### config.mk
export PLATFORM = sky130hd
export DESIGN_NAME = vga_timing
export DESIGN_NICKNAME = d
export VERILOG_FILES = /design/src/rtl/vga_timing.sv
export SDC_FILE = /design/constraint.sdc
export NUM_CORES = 1
export LEC_CHECK = 0
export ABC_CLOCK_PERIOD_IN_PS = 4100
export CORE_MARGIN = 10
export CORE_UTILIZATION = 58
export DETAILED_ROUTE_END_ITERATION = 7
export PLACE_DENSITY = 0.85
export SETUP_SLACK_MARGIN = 0.02
export SLEW_MARGIN = 30
export SYNTH_ARGS = -nofsm -noshare
export SYNTH_HDL_FRONTEND = slang
export SYNTH_SLANG_ARGS = --single-unit
### constraint.sdc
create_clock -name clk -period 4.1 [get_ports clk]
set_clock_uncertainty 0.2 [all_clocks]
set_input_delay 1.23 -clock clk [delete_from_list [all_inputs] [get_ports clk]]
set_output_delay 1.23 -clock clk [all_outputs]
set_load 0.01 [all_outputs]
### src/rtl/vga_timing.sv
// Free-running VGA raster timing generator: counters, sync/blank strobes and a
// start-of-frame pulse, all registered together so they describe the same pixel.
module vga_timing #(
  parameter int unsigned H_ACTIVE    = 1024,
  parameter int unsigned H_FP        = 24,
  parameter int unsigned H_SYNC      = 136,
  parameter int unsigned H_BP        = 160,
  parameter int unsigned V_ACTIVE    = 768,
  parameter int unsigned V_FP        = 3,
  parameter int unsigned V_SYNC      = 6,
  parameter int unsigned V_BP        = 29,
  parameter logic        SYNC_ACTIVE = 1'b1
) (
  input  logic        clk,
  input  logic        rst,
  input  logic        ce,
  output logic [10:0] hcount_out,
  output logic [10:0] vcount_out,
  output logic        hsync_out,
  output logic        hblnk_out,
  output logic        vsync_out,
  output logic        vblnk_out,
  output logic        sof_out
);

  localparam int unsigned H_TOTAL = H_ACTIVE + H_FP + H_SYNC + H_BP;
  localparam int unsigned V_TOTAL = V_ACTIVE + V_FP + V_SYNC + V_BP;

  localparam logic [10:0] H_MAX      = 11'(H_TOTAL - 1);
  localparam logic [10:0] V_MAX      = 11'(V_TOTAL - 1);
  localparam logic [10:0] H_BLANK    = 11'(H_ACTIVE);
  localparam logic [10:0] V_BLANK    = 11'(V_ACTIVE);
  localparam logic [10:0] HS_FIRST   = 11'(H_ACTIVE + H_FP);
  localparam logic [10:0] HS_LAST    = 11'(H_ACTIVE + H_FP + H_SYNC - 1);
  localparam logic [10:0] VS_FIRST   = 11'(V_ACTIVE + V_FP);
  localparam logic [10:0] VS_LAST    = 11'(V_ACTIVE + V_FP + V_SYNC - 1);

  logic [10:0] h_next;
  logic [10:0] v_next;
  logic        line_end;
  logic        frame_end;
  logic        hsync_next;
  logic        vsync_next;

  // Strobes are decoded from the next counts so the registered outputs all
  // describe the same pixel with no skew.
  always_comb begin
    line_end   = (hcount_out == H_MAX);
    frame_end  = line_end && (vcount_out == V_MAX);
    h_next     = line_end ? '0 : hcount_out + 11'd1;
    v_next     = vcount_out;
    if (line_end) begin
      v_next = (vcount_out == V_MAX) ? '0 : vcount_out + 11'd1;
    end
    hsync_next = ((h_next >= HS_FIRST) && (h_next <= HS_LAST)) ? SYNC_ACTIVE : ~SYNC_ACTIVE;
    vsync_next = ((v_next >= VS_FIRST) && (v_next <= VS_LAST)) ? SYNC_ACTIVE : ~SYNC_ACTIVE;
  end

  always_ff @(posedge clk) begin
    if (rst) begin
      hcount_out <= '0;
      vcount_out <= '0;
      hsync_out  <= ~SYNC_ACTIVE;
      hblnk_out  <= 1'b0;
      vsync_out  <= ~SYNC_ACTIVE;
      vblnk_out  <= 1'b0;
      sof_out    <= 1'b0;
    end else if (ce) begin
      hcount_out <= h_next;
      vcount_out <= v_next;
      hsync_out  <= hsync_next;
      hblnk_out  <= (h_next >= H_BLANK);
      vsync_out  <= vsync_next;
      vblnk_out  <= (v_next >= V_BLANK);
      sof_out    <= frame_end;
    end
  end

endmodule

==> impl_metrics.yaml <==
setup_path:
  end_kind: "flop"
  critical_path_peak_fanout: 17
  crit_slowest_cell: "and4_1"
  critPathRequiredTime_ns: 4.16
  crit_family: "simple AND/OR/NAND/NOR gates"
  critPathMaxStageDelay_ns: 0.57
  worst-r2r-cell-count: 7
  r2r_start: "hcount_out[0]"
  r2r_end: "vcount_out[6]"
  critPathBufInv: 0
  critical_path_class: "flop to flop"
  cp-start-kind: "flop"
  cp_cell_sequence: "ha_1 > and2_1 > and4_1 > nand2_1 > nor2_1 > a21oi_1 > a211oi_1"
  arrival_ns: 3.02
  r2r_setup_slack_ns: 1.15
yosys:
  synth_edf_count: 0
  synth_compound_area_share_pct: 20.5
  yosysTopAreaCell: "dfxtp_1"
  ys_top_cells_by_count: "nor2_1, dfxtp_1, a21oi_1, nand2_1, o21ai_0"
  yosys_most_used_dff: "dfxtp_1"
  synth_mux_area_share_pct: 2.73
  ys_types: 49
  avgSynthCellArea_sq_um: 7.40
  synth_adder_area_share_pct: 2.66
  synth_xor_area_share_pct: 4.19
  synth_most_common_cell: "nor2_1"
  synthArstFlopShare_pct: 0
  yosys_warnings: 0
  synth_cells: 254
  synth_top_family_by_area: "simple AND/OR/NAND/NOR gates"
  syn_area_sq_mm: 0.00188
  seq_area_frac_synth_pct: 28.7
  synthSimpleGateAreaFrac_pct: 34.9
  syn_nets: 261
  ys_seq_elements: 27
  synthTopCellsByArea: "dfxtp_1, nor2_1, a21oi_1"
  synth_top_area_share_pct: 28.7
pwr:
  power.leakage_nw: 0.668
  swShare_pct: 25.2
  irDropWorstVdd_mv: 0.135
  power_frac_comb_pct: 6.3
  clockPowerShare_pct: 29.5
  power.switching_uw: 106
  sequentialPowerShare_pct: 64.2
  p_per_area_mw_per_mm2: 193
  design_power_total_uw: 419
  intPower_uw: 314
detailed_routing:
  drtAntennaViolNets: 0
  avgViaCountPerCell: 6.06
  drtIter0Drc: 200
  firstDrtPassIters: 4
  highest_layer: "met4"
  wl_met2_mm: 2.04
  wl_met3_um: 328
  vias: 1884
  wl_per_cell_um: 14.5
  wl_mm: 4.50
  met1_length_mm: 2.10
  drc: 0
clock_network:
  cts_tree: "done"
  cts_setup_buffers: 0
  postCtsHoldBufs: 0
  ctsResizeCount: 0
  insertion_delay_ns: 0.34
  cts_root_buffer: "clkbuf_4"
  numCtsBuffers: 3
  clk_pin_slew_ns: 0.16
  htree_levels: 1
  cts_sinks: 27
  cts.path.max_buffers: 2
final_layout:
  n_antenna_cell: 0
  final_cells: 311
  nets: 275
  area_growth_syn_to_layout_pct: 15.2
  design_area_sq_mm: 0.00217
  final_util_pct: 70.4
  drive_above_1_share_pct: 5.24
hold_path:
  whs_path_depth: 2
  worstHoldStart: "hsync_out"
  whs_endpoint: "hsync_out"
  holdCritPathClass: "flop to flop"
global_routing:
  grt_usage_pct: 14.7
  grt_pass1_wl_mm: 7.65
  grt_max_degree: 28
  antenna_found_initial: 0
  grt_overflow: 0
  grt_pass1_vias: 1613
run:
  max-cap-violations: 0
sta:
  tightest_slew_ns: 0.730
  finalMaxSlewViolations: 0
  setup_tns_ns: 0
  rsz0062_at_grt: "false"
  hold_slack_ns: 0.267
  fmax_mhz: 339
  period_share_pct: 72.1
  finalSetupViolCount: 0
  relSlewSlack_pct: 51.0
  fin_crit_ns: 2.95
  final_hold_viol_count: 0
  finalWorstSetupSlack_ns: 1.15
placement:
  gp_congestion: 0.820
  dp.cells: 307
  placed_cell_area_sq_mm: 0.00214
  post-dp-hpwl_mm: 3.22
  port_buffers: 29
  dp_slack_ns: 1.19
floorplan:
  die_h_um: 76.9
  die-area_sq_mm: 0.00592
  rows: 20
  core_area_sq_mm: 0.00308
  die_w_um: 76.9
  boundaryPins: 30
  start_util_pct: 61.1
status:
  outcome: "complete, no violations"
==> registers in the layout, indices dropped and copies added, names as in the netlist <==
register	count
hblnk_out	1
vsync_out	1
hsync_out	1
vcount_out	11
hcount_out	11
vblnk_out	1
sof_out	1
==> power by group through the flow <==
| stage | logic [mW] | clock network, mW | registers, mW |
|---|---|---|---|
| floorplan | 0.0163 | 0 | 0.274 |
| global placement | 0.0260 | 0 | 0.274 |
| detailed placement | 0.0262 | 0 | 0.275 |
| CTS | 0.0264 | 0.127 | 0.269 |
| global route | 0.0294 | 0.133 | 0.270 |
| finish | 0.0264 | 0.124 | 0.269 |
==> logic make-up after synthesis <==
family	Yosys count
AOI/OAI and AO/OA	61
DFF	27
adders and majority gates	4
and+or+nand+nor	122
buffers and inverters	26
xor gates and xnor gates	9
muxes	5
==> layer usage <==
metal	GRT usage, %	vias up
met2	22.1	54
met4	3.16	0
met5	0	-
li1	-	947
met1	20.1	879
met3	4.31	4
==> worst reg2reg max path, stage by stage (launching register included) <==
cell and delay [ns]:
dfxtp_1 0.54, ha_1 0.30, and2_1 0.21, and4_1 0.57
nand2_1 0.41, nor2_1 0.34, a21oi_1 0.11, a211oi_1 0.21
==> cell usage in the layout (no fill, tap or decap), types with 2 or more instances in the layout <==
| cell | synthesis | routed |
|---|---|---|
| a211oi_1 | 4 | 4 |
| a21oi_1 | 20 | 20 |
| a31o_2 | 2 | 2 |
| a31oi_1 | 3 | 3 |
| and2_1 | 6 | 6 |
| and3_1 | 4 | 4 |
| buf_4 | 0 | 2 |
| clkbuf_4 | 0 | 3 |
| clkdlybuf4s50_1 | 0 | 29 |
| dfxtp_1 | 27 | 27 |
| ha_1 | 4 | 4 |
| inv_1 | 4 | 4 |
| mux2i_1 | 4 | 4 |
| nand2_1 | 20 | 20 |
| nand2b_1 | 6 | 6 |
| nand3_1 | 10 | 10 |
| nand3b_1 | 2 | 2 |
| nand4_1 | 6 | 6 |
| nand4b_1 | 5 | 5 |
| nor2_1 | 35 | 35 |
| nor2b_1 | 4 | 4 |
| nor3_1 | 7 | 7 |
| o21ai_0 | 15 | 15 |
| o32ai_1 | 3 | 3 |
| o41ai_1 | 2 | 2 |
| or3_1 | 10 | 10 |
| xnor2_1 | 5 | 5 |
| xor2_1 | 4 | 4 |
==> worst max path at each step <==
| stage | start | to | slack (ns) | cells after the start |
|---|---|---|---|---|
| floorplan | ce | vcount_out[10] | 1.60 | 6 |
| global placement | ce | hcount_out[9] | 1.25 | 5 |
| detailed placement | ce | vcount_out[6] | 1.19 | 5 |
| CTS | hcount_out[0] | vcount_out[6] | 1.14 | 7 |
| global route | hcount_out[0] | vcount_out[6] | 0.87 | 7 |
| finish | hcount_out[0] | vcount_out[6] | 1.15 | 7 |
==> area by class of cell <==
cell class	instances	area [sq um]
fill	280	911
multi-input combinational	201	1220
clock buffer	3	22.5
clock inverter	1	7.51
inverter	4	15.0
sequential	27	541
timing repair buffer	31	305
tap	44	55.1
Note: power is estimated with default switching activity, not from simulation.
